### src/rtl/fft_fifo_axis_reader_pkg.sv
// rtl/fft_fifo_axis_reader_pkg.sv - shared types and constants for the FFT FIFO reader
package fft_fifo_pkg;

   typedef enum logic [1:0] {
      IDLE   = 2'd0,
      STREAM = 2'd1,
      DRAIN  = 2'd2
   } state_t;

   localparam int DEF_DATA_WIDTH  = 16;
   localparam int DEF_DEPTH_WIDTH = 10;

   function automatic bit frame_len_ok(input int frame_len, input int depth_width);
      return (frame_len >= 2) && (frame_len <= (1 << depth_width));
   endfunction

endpackage

### src/rtl/fft_fifo_axis_reader_skid_buf.sv
// rtl/fft_fifo_axis_reader_skid_buf.sv - 2-entry register FIFO holding {last, data}
module axis_skid_buf_2 #(
   parameter int WIDTH = 17
) (
   input  logic             clk,
   input  logic             rst_n,
   input  logic             push,
   input  logic [WIDTH-1:0] push_data,
   input  logic             pop,
   output logic [1:0]       occ,
   output logic             head_valid,
   output logic [WIDTH-1:0] head_data
);

   logic [WIDTH-1:0] entry0;
   logic [WIDTH-1:0] entry1;
   logic [1:0]       wr_slot;

   // Slot for an incoming word after any same-cycle pop has shifted entry1 down.
   assign wr_slot = occ - {1'b0, pop};

   always_ff @(posedge clk or negedge rst_n) begin
      if (!rst_n) begin
         entry0 <= '0;
         entry1 <= '0;
         occ    <= 2'd0;
      end else begin
         if (pop)
            entry0 <= entry1;
         if (push) begin
            if (wr_slot == 2'd0)
               entry0 <= push_data;
            else
               entry1 <= push_data;
         end
         occ <= occ + {1'b0, push} - {1'b0, pop};
      end
   end

   assign head_valid = (occ != 2'd0);
   assign head_data  = entry0;

endmodule

### src/rtl/fft_fifo_axis_reader.sv
// rtl/fft_fifo_axis_reader.sv - drains one FFT frame per trigger from the sample FIFO onto an AXI4-Stream master
module fft_fifo_axis_reader
   import fft_fifo_pkg::*;
#(
   parameter int DATA_WIDTH  = DEF_DATA_WIDTH,
   parameter int DEPTH_WIDTH = DEF_DEPTH_WIDTH,
   parameter int FRAME_LEN   = 1024,
   parameter int CNT_WIDTH   = 16
) (
   input  logic                  clk,
   input  logic                  rst_n,
   input  logic                  enable,
   output logic                  fifo_rd_en,
   input  logic [DATA_WIDTH-1:0] fifo_rd_data,
   input  logic                  fifo_rd_empty,
   input  logic [DEPTH_WIDTH:0]  fifo_rd_water_level,
   output logic [DATA_WIDTH-1:0] m_axis_tdata,
   output logic                  m_axis_tvalid,
   input  logic                  m_axis_tready,
   output logic                  m_axis_tlast,
   output logic                  busy,
   output logic                  frame_done,
   output logic [CNT_WIDTH-1:0]  frame_cnt,
   output logic                  err_underrun
);

   if (!frame_len_ok(FRAME_LEN, DEPTH_WIDTH)) begin : g_bad_frame_len
      $error("FRAME_LEN must lie in 2..2**DEPTH_WIDTH");
   end

   localparam int                   IDX_W    = $clog2(FRAME_LEN + 1);
   localparam logic [IDX_W-1:0]     LEN_IDX  = IDX_W'(FRAME_LEN);
   localparam logic [IDX_W-1:0]     LAST_IDX = IDX_W'(FRAME_LEN - 1);
   localparam logic [DEPTH_WIDTH:0] LEN_LVL  = (DEPTH_WIDTH + 1)'(FRAME_LEN);

   state_t                state;
   state_t                next_state;
   logic [IDX_W-1:0]      rd_idx;
   logic                  inflight;
   logic                  inflight_last;
   logic                  pop;
   logic                  credit_ok;
   logic                  issue_last;
   logic [1:0]            occ;
   logic                  head_valid;
   logic [DATA_WIDTH:0]   head_data;

   // A read may only be issued if the skid buffer is guaranteed a free slot when its data returns.
   assign credit_ok  = ({1'b0, occ} + {2'b0, inflight}) < (3'd2 + {2'b0, pop});
   assign fifo_rd_en = (state == STREAM) && (rd_idx < LEN_IDX) && !fifo_rd_empty && credit_ok;
   assign issue_last = fifo_rd_en && (rd_idx == LAST_IDX);

   assign pop           = head_valid && m_axis_tready;
   assign m_axis_tvalid = head_valid;
   assign m_axis_tdata  = head_data[DATA_WIDTH-1:0];
   assign m_axis_tlast  = head_valid && head_data[DATA_WIDTH];
   assign frame_done    = (state == DRAIN) && pop && head_data[DATA_WIDTH];
   assign busy          = (state != IDLE);

   axis_skid_buf_2 #(
      .WIDTH(DATA_WIDTH + 1)
   ) u_skid (
      .clk       (clk),
      .rst_n     (rst_n),
      .push      (inflight),
      .push_data ({inflight_last, fifo_rd_data}),
      .pop       (pop),
      .occ       (occ),
      .head_valid(head_valid),
      .head_data (head_data)
   );

   always_ff @(posedge clk or negedge rst_n) begin
      if (!rst_n)
         state <= IDLE;
      else
         state <= next_state;
   end

   always_comb begin
      next_state = state;
      case (state)
         IDLE:    if (enable && (fifo_rd_water_level >= LEN_LVL)) next_state = STREAM;
         STREAM:  if (issue_last) next_state = DRAIN;
         DRAIN:   if (frame_done) next_state = IDLE;
         default: next_state = IDLE;
      endcase
   end

   always_ff @(posedge clk or negedge rst_n) begin
      if (!rst_n) begin
         rd_idx        <= '0;
         inflight      <= 1'b0;
         inflight_last <= 1'b0;
         frame_cnt     <= '0;
         err_underrun  <= 1'b0;
      end else begin
         if (state == IDLE)
            rd_idx <= '0;
         else if (fifo_rd_en)
            rd_idx <= rd_idx + IDX_W'(1);
         inflight      <= fifo_rd_en;
         inflight_last <= issue_last;
         if (frame_done)
            frame_cnt <= frame_cnt + CNT_WIDTH'(1);
         if ((state == STREAM) && (rd_idx < LEN_IDX) && fifo_rd_empty)
            err_underrun <= 1'b1;
      end
   end

endmodule
### config.mk
export PLATFORM = sky130hd
export DESIGN_NAME = fft_fifo_axis_reader
export DESIGN_NICKNAME = d
export VERILOG_FILES = /design/src/rtl/fft_fifo_axis_reader_pkg.sv /design/src/rtl/fft_fifo_axis_reader_skid_buf.sv /design/src/rtl/fft_fifo_axis_reader.sv
export SDC_FILE = /design/constraint.sdc
export NUM_CORES = 1
export LEC_CHECK = 0
export ABC_CLOCK_PERIOD_IN_PS = 6250
export CAP_MARGIN = 5
export CORE_MARGIN = 3
export CORE_UTILIZATION = 30
export DETAILED_ROUTE_END_ITERATION = 10
export MAX_ROUTING_LAYER = met4
export SLEW_MARGIN = 15
export SYNTH_ARGS = -nofsm -noshare
export SYNTH_HDL_FRONTEND = slang
export SYNTH_SLANG_ARGS = --single-unit
### constraint.sdc
create_clock -name clk -period 6.25 [get_ports clk]
set_clock_uncertainty 0.1 [all_clocks]
set_input_delay 1.25 -clock clk [delete_from_list [all_inputs] [get_ports clk]]
set_output_delay 1.25 -clock clk [all_outputs]
set_load 0.02 [all_outputs]
* After elaboration in Yosys (flattened, before gate mapping)
Index checks and enable logic that the tools add are counted.
** Word-level totals
- Register bits after elaboration :: 68
- Latch bits :: 0
- Bits in writable memories :: 0
- ROM bits :: 0
- Input bits :: 32
- Memories :: 0
** Cells by class
- Add/subtract/negate cells :: 7
- $mul :: 0
- Div/mod/pow operators :: 0
- $lt $le $gt $ge :: 3
- Equality and inequality tests :: 6
- Shift-type cells :: 0
- Mux-type cells :: 9
- Bitwise operators :: 1
- Reduce and logical (&&, ||, !) cells :: 18
** Operator list (number)
- 17-bit two-way mux :: 3
- 11-bit two-way mux :: 2
- 16-bit by 1-bit adder with 16-bit output (second input constant) :: 1
- 11-bit by 1-bit adder with 11-bit output (second input constant) :: 1
- 11-bit by 10-bit == test with 1-bit output (second input constant) :: 1
- 11-bit >= comparator (second input constant) :: 1
- 11-bit < comparator (second input constant) :: 1
- 1-bit logical AND :: 10
- 2-bit two-way mux :: 3
- 2-bit inequality test (second input constant) :: 3
- 2-bit one-hot mux with 3 select lines :: 1
- 2-bit nonzero test :: 3
- 2-bit logical NOT :: 2
- 2-bit by 1-bit subtractor with 2-bit output :: 2
- 2-bit by 1-bit adder with 3-bit output :: 1
- 2-bit by 1-bit adder with 3-bit output (first input constant) :: 1
- 3-bit < comparator :: 1
- 3-bit AND reduction :: 1
- 2-bit by 1-bit adder with 2-bit output :: 1
- 2-bit by 1-bit == test with 1-bit output (second input constant) :: 1
- 2-bit == test (second input constant) :: 1
- 2-bit AND reduction :: 1
- 1-bit logical NOT :: 1
- 1-bit NOT :: 1

* Depth between registers and ports, before layout
- Word-level depth :: 8
- Mapped depth :: 9
- Gate-level depth less buffers :: 7

* Modules after synthesis
Synthesis repeated with hierarchy kept, for this count alone.
** Second synthesis, totals
- Cells, all modules :: 244
- Area total of the unflattened synthesis :: 3201.8 µm²
** Modules (own cells, without submodules)
- axis_skid_buf_2 :: times used 1, cells each 103, area each 1649.1 µm², seq. area each 900.9 µm²
- fft_fifo_axis_reader :: times used 1, cells each 141, area each 1552.7 µm², seq. area each 800.8 µm²

* Least setup slack after synthesis
No wires, ideal clock.
- Path kind :: input port to output port
- Start :: input port m_axis_tready
- End :: output port fifo_rd_en
- Data arrival time :: 2057 ps
- Path slack :: 2843 ps
- Cell stages on the path :: 4
- Buffers on the path :: 1
- Path through :: o21ai_2 > o21a_1 > buf_6 > nor2_1
** Between the ends
- Cells in the longest elaborated chain, start to end :: 4
** RTL lines
- start: declaration :: RTL line fft_fifo_axis_reader.sv:19 : input logic m_axis_tready,
- 1-bit logical AND :: RTL line fft_fifo_axis_reader.sv:53 : assign pop = head_valid && m_axis_tready;
- 2-bit by 1-bit adder with 3-bit output :: RTL line fft_fifo_axis_reader.sv:49 : assign credit_ok = ({1'b0, occ} + {2'b0, inflight}) < (3'd2 + {2'b0, pop});
- 3-bit < comparator :: RTL line fft_fifo_axis_reader.sv:49
- 1-bit logical AND :: RTL line fft_fifo_axis_reader.sv:50 : assign fifo_rd_en = (state == STREAM) && (rd_idx < LEN_IDX) && !fifo_rd_empty && credit_ok;
- end: declaration :: RTL line fft_fifo_axis_reader.sv:13 : output logic fifo_rd_en,
Every way passes these cells.

* Final worst setup path
Ends and elaborated chain as after synthesis.

==> results.json <==
{
  "syn_to_final_growth_pct": 23.7,
  "post_cts_buffers": 0,
  "start_kind": "input port",
  "yosysMostFrequentCell": "dfrtp_1",
  "power.leakage_nw": 1.81,
  "grt_max_degree": 69,
  "setup_viol": 0,
  "portBuffers": 59,
  "insertedDiodeCount": 0,
  "coreArea_um2": 10400,
  "stdcell_count": 488,
  "gp_congestion": 0.799,
  "rows": 37,
  "post-route-min-period_ns": 4.44,
  "synth_xor_area_share_pct": 4.81,
  "synth_nets": 339,
  "worst_pin_slew_ns": 0.867,
  "critPathMaxFanout": 10,
  "synthMuxAreaShare_pct": 7.78,
  "dp_hpwl_um": 4620,
  "first_iter_violations": 118,
  "layout.nets": 385,
  "setup_tns_ns": 0,
  "worstPathArrival_ns": 3.09,
  "end_kind": "output port",
  "antenna_left": 0,
  "drc": 0,
  "grt_pass1_wl_um": 11200,
  "vias_per_cell": 4.74,
  "synth-edff-count": 0,
  "outcome": "finished, final reports clean",
  "die_area_um2": 12100,
  "cap_violations": 0,
  "ys_warn_count": 0,
  "wl_per_cell_um": 13.8,
  "firstDrtPassIters": 4,
  "ys_seq_area_share_pct": 52.3,
  "grt_overflow": 0,
  "power_density_nw_per_um2": 407,
  "synth-simple-area-share_pct": 18.9,
  "worst_ir_drop_vdd_v": 0.000134,
  "dp_cells": 472,
  "critical_path_class": "in2out",
  "grt_use_total_pct": 12.1,
  "layout-drive-gt1-share_pct": 9.94,
  "crit_required_ns": 4.90,
  "design_area_um2": 4020,
  "fp.dieW_um": 110,
  "synthArstFlopShare_pct": 100,
  "insertion_delay_ns": 0.33,
  "totalWireLength_um": 6750,
  "fmax_ghz": 0.225,
  "htreeDepth": 3,
  "start_util_pct": 31.2,
  "synth_top_area_share_pct": 52.3,
  "clkSlewWorstSetupHoldPaths_ns": 0.07,
  "ys_top_cells_by_count": "dfrtp_1 (68), nand2_1 (49), nor2_1 (23), a31oi_1 (18), buf_4 (16)",
  "finalHoldViolations": 0,
  "synth_top_flop_cell": "dfrtp_1",
  "num_vias": 2315,
  "clk_path_buf_depth": 2,
  "antenna_found_initial": 0,
  "synth_top_family_by_area": "simple AND/OR/NAND/NOR gates",
  "synth_cells": 301,
  "ys_ff_latch": 68,
  "grt_pass1_vias": 2262,
  "synth-compound-area-share_pct": 7.27,
  "holdCritPathClass": "reg2reg",
  "ys_types": 47,
  "fin_crit_sh_pct": 71.0,
  "slew_viol_final": 0,
  "synth_area_um2": 3250,
  "cts_root_buffer": "clkbuf_8",
  "yosysTopAreaCell": "dfrtp_1",
  "ioPinCount": 70,
  "maxSlewHeadroom_pct": 42.2,
  "cts_resized": 0,
  "cts_buffers": 9,
  "netlist_top_cells_area": "dfrtp_1 (52%), nand2_1 (5.7%), buf_4 (3.7%), a31oi_1 (3.5%), mux2_1 (3.5%)",
  "synth-adder-area-share_pct": 2.31,
  "p_total_mw": 1.64,
  "syn_area_per_cell_um2": 10.8,
  "whs_ns": 0.363,
  "cts_tree": "done",
  "placed_area_um2": 3840,
  "grt_setup_unrepaired": "false",
  "hold_buffers": 0,
  "die_h_um": 110,
  "cts_sinks": 68
}
==> report_power, final <==
group	internal, mW	switching (mW)	total (mW)
Combinational	0.287	0.334	0.621
Clock	0.183	0.166	0.348
Sequential	0.578	0.0884	0.666
==> registers in the layout (all words and copies together) (netlist names) <==
name              flops
err_underrun          1
frame_cnt            16
inflight              1
inflight_last         1
rd_idx               11
state                 2
u_skid.entry1        17
u_skid.head_data     17
u_skid.occ            2
==> per-stage QoR <==
| step | worst slack [ns] | utilization (%) |
|---|---|---|
| 2_1_floorplan | 2.84 | - |
| 3_3_place_gp | 1.69 | 36.8 |
| 3_5_place_dp | 1.61 | 36.8 |
| 4_1_cts | 1.81 | 38.6 |
| 5_1_grt | 1.65 | 38.6 |
| 6_report | 1.81 | 38.6 |
==> layout make-up <==
type                    count  area [µm²]
clock buffers              11         131
clock inverters             5        52.6
fillers                  1030        6390
inverters                   6        22.5
multi-input cells         200        1340
flip-flops and latches     68        1700
well taps                 136         170
repair buffers             62         608
==> path summary, 6_finish.rpt <==
| check | to | startpoint | cells after the start | slack, ns |
|---|---|---|---|---|
| setup / recovery | fifo_rd_en | m_axis_tready | 5 | 1.81 |
| hold / removal | err_underrun | err_underrun | 1 | 0.36 |
| setup reg to reg | u_skid.head_data[12] | u_skid.occ[1] | 9 | 2.85 |
| hold reg to reg | err_underrun | err_underrun | 1 | 0.36 |
| max in group asynchronous | u_skid.occ[0] | rst_n | 2 | 4.48 |
| min in group asynchronous | u_skid.head_data[5] | rst_n | 2 | 0.99 |
==> layer usage <==
metal	vias up	share of wire, %	track usage, %
li1	1121	-	-
met1	1140	46	16.2
met2	47	48	17.9
met3	7	4.4	2.62
met4	0	1.4	4.75
met5	-	0	-
==> critical path: stages <==
cell and delay (ns):
clkdlybuf4s50_1 0.49, o21ai_2 0.07, o21a_1 0.29, nor2_1 0.30, clkdlybuf4s50_1 0.68
==> kinds of logic (layout without fill, tap and decap cells) <==
| family | Yosys count | after routing |
|---|---|---|
| simple gates | 119 | 119 |
| flops | 68 | 68 |
| compound gates | 35 | 35 |
| buf+inv | 33 | 84 |
| mux | 23 | 23 |
| xor+xnor | 17 | 17 |
| fa+ha+maj | 6 | 6 |
==> layout by cell type, fill, tap and decap left out, types with 2 or more instances in the layout <==
cell,netlist,final
inv_1,5,5
clkbuf_8,0,9
clkdlybuf4s50_1,0,58
nand2b_1,5,5
a31oi_1,18,18
dfrtp_1,68,68
and4_1,4,4
or3_1,2,2
nor2_1,23,23
o21ai_0,4,4
clkbuf_1,2,2
nor3_1,2,2
mux2i_1,5,5
buf_4,16,3
xnor2_1,11,11
a21oi_1,4,4
nand2_1,49,49
mux2_1,10,10
ha_1,6,6
and3_1,6,6
nor3b_1,3,3
mux2_2,8,8
xor2_1,5,5
clkinv_2,0,3
nand3_1,7,7
and2_1,2,2
nand4_1,7,7
Power figures use the tool's default switching activity.
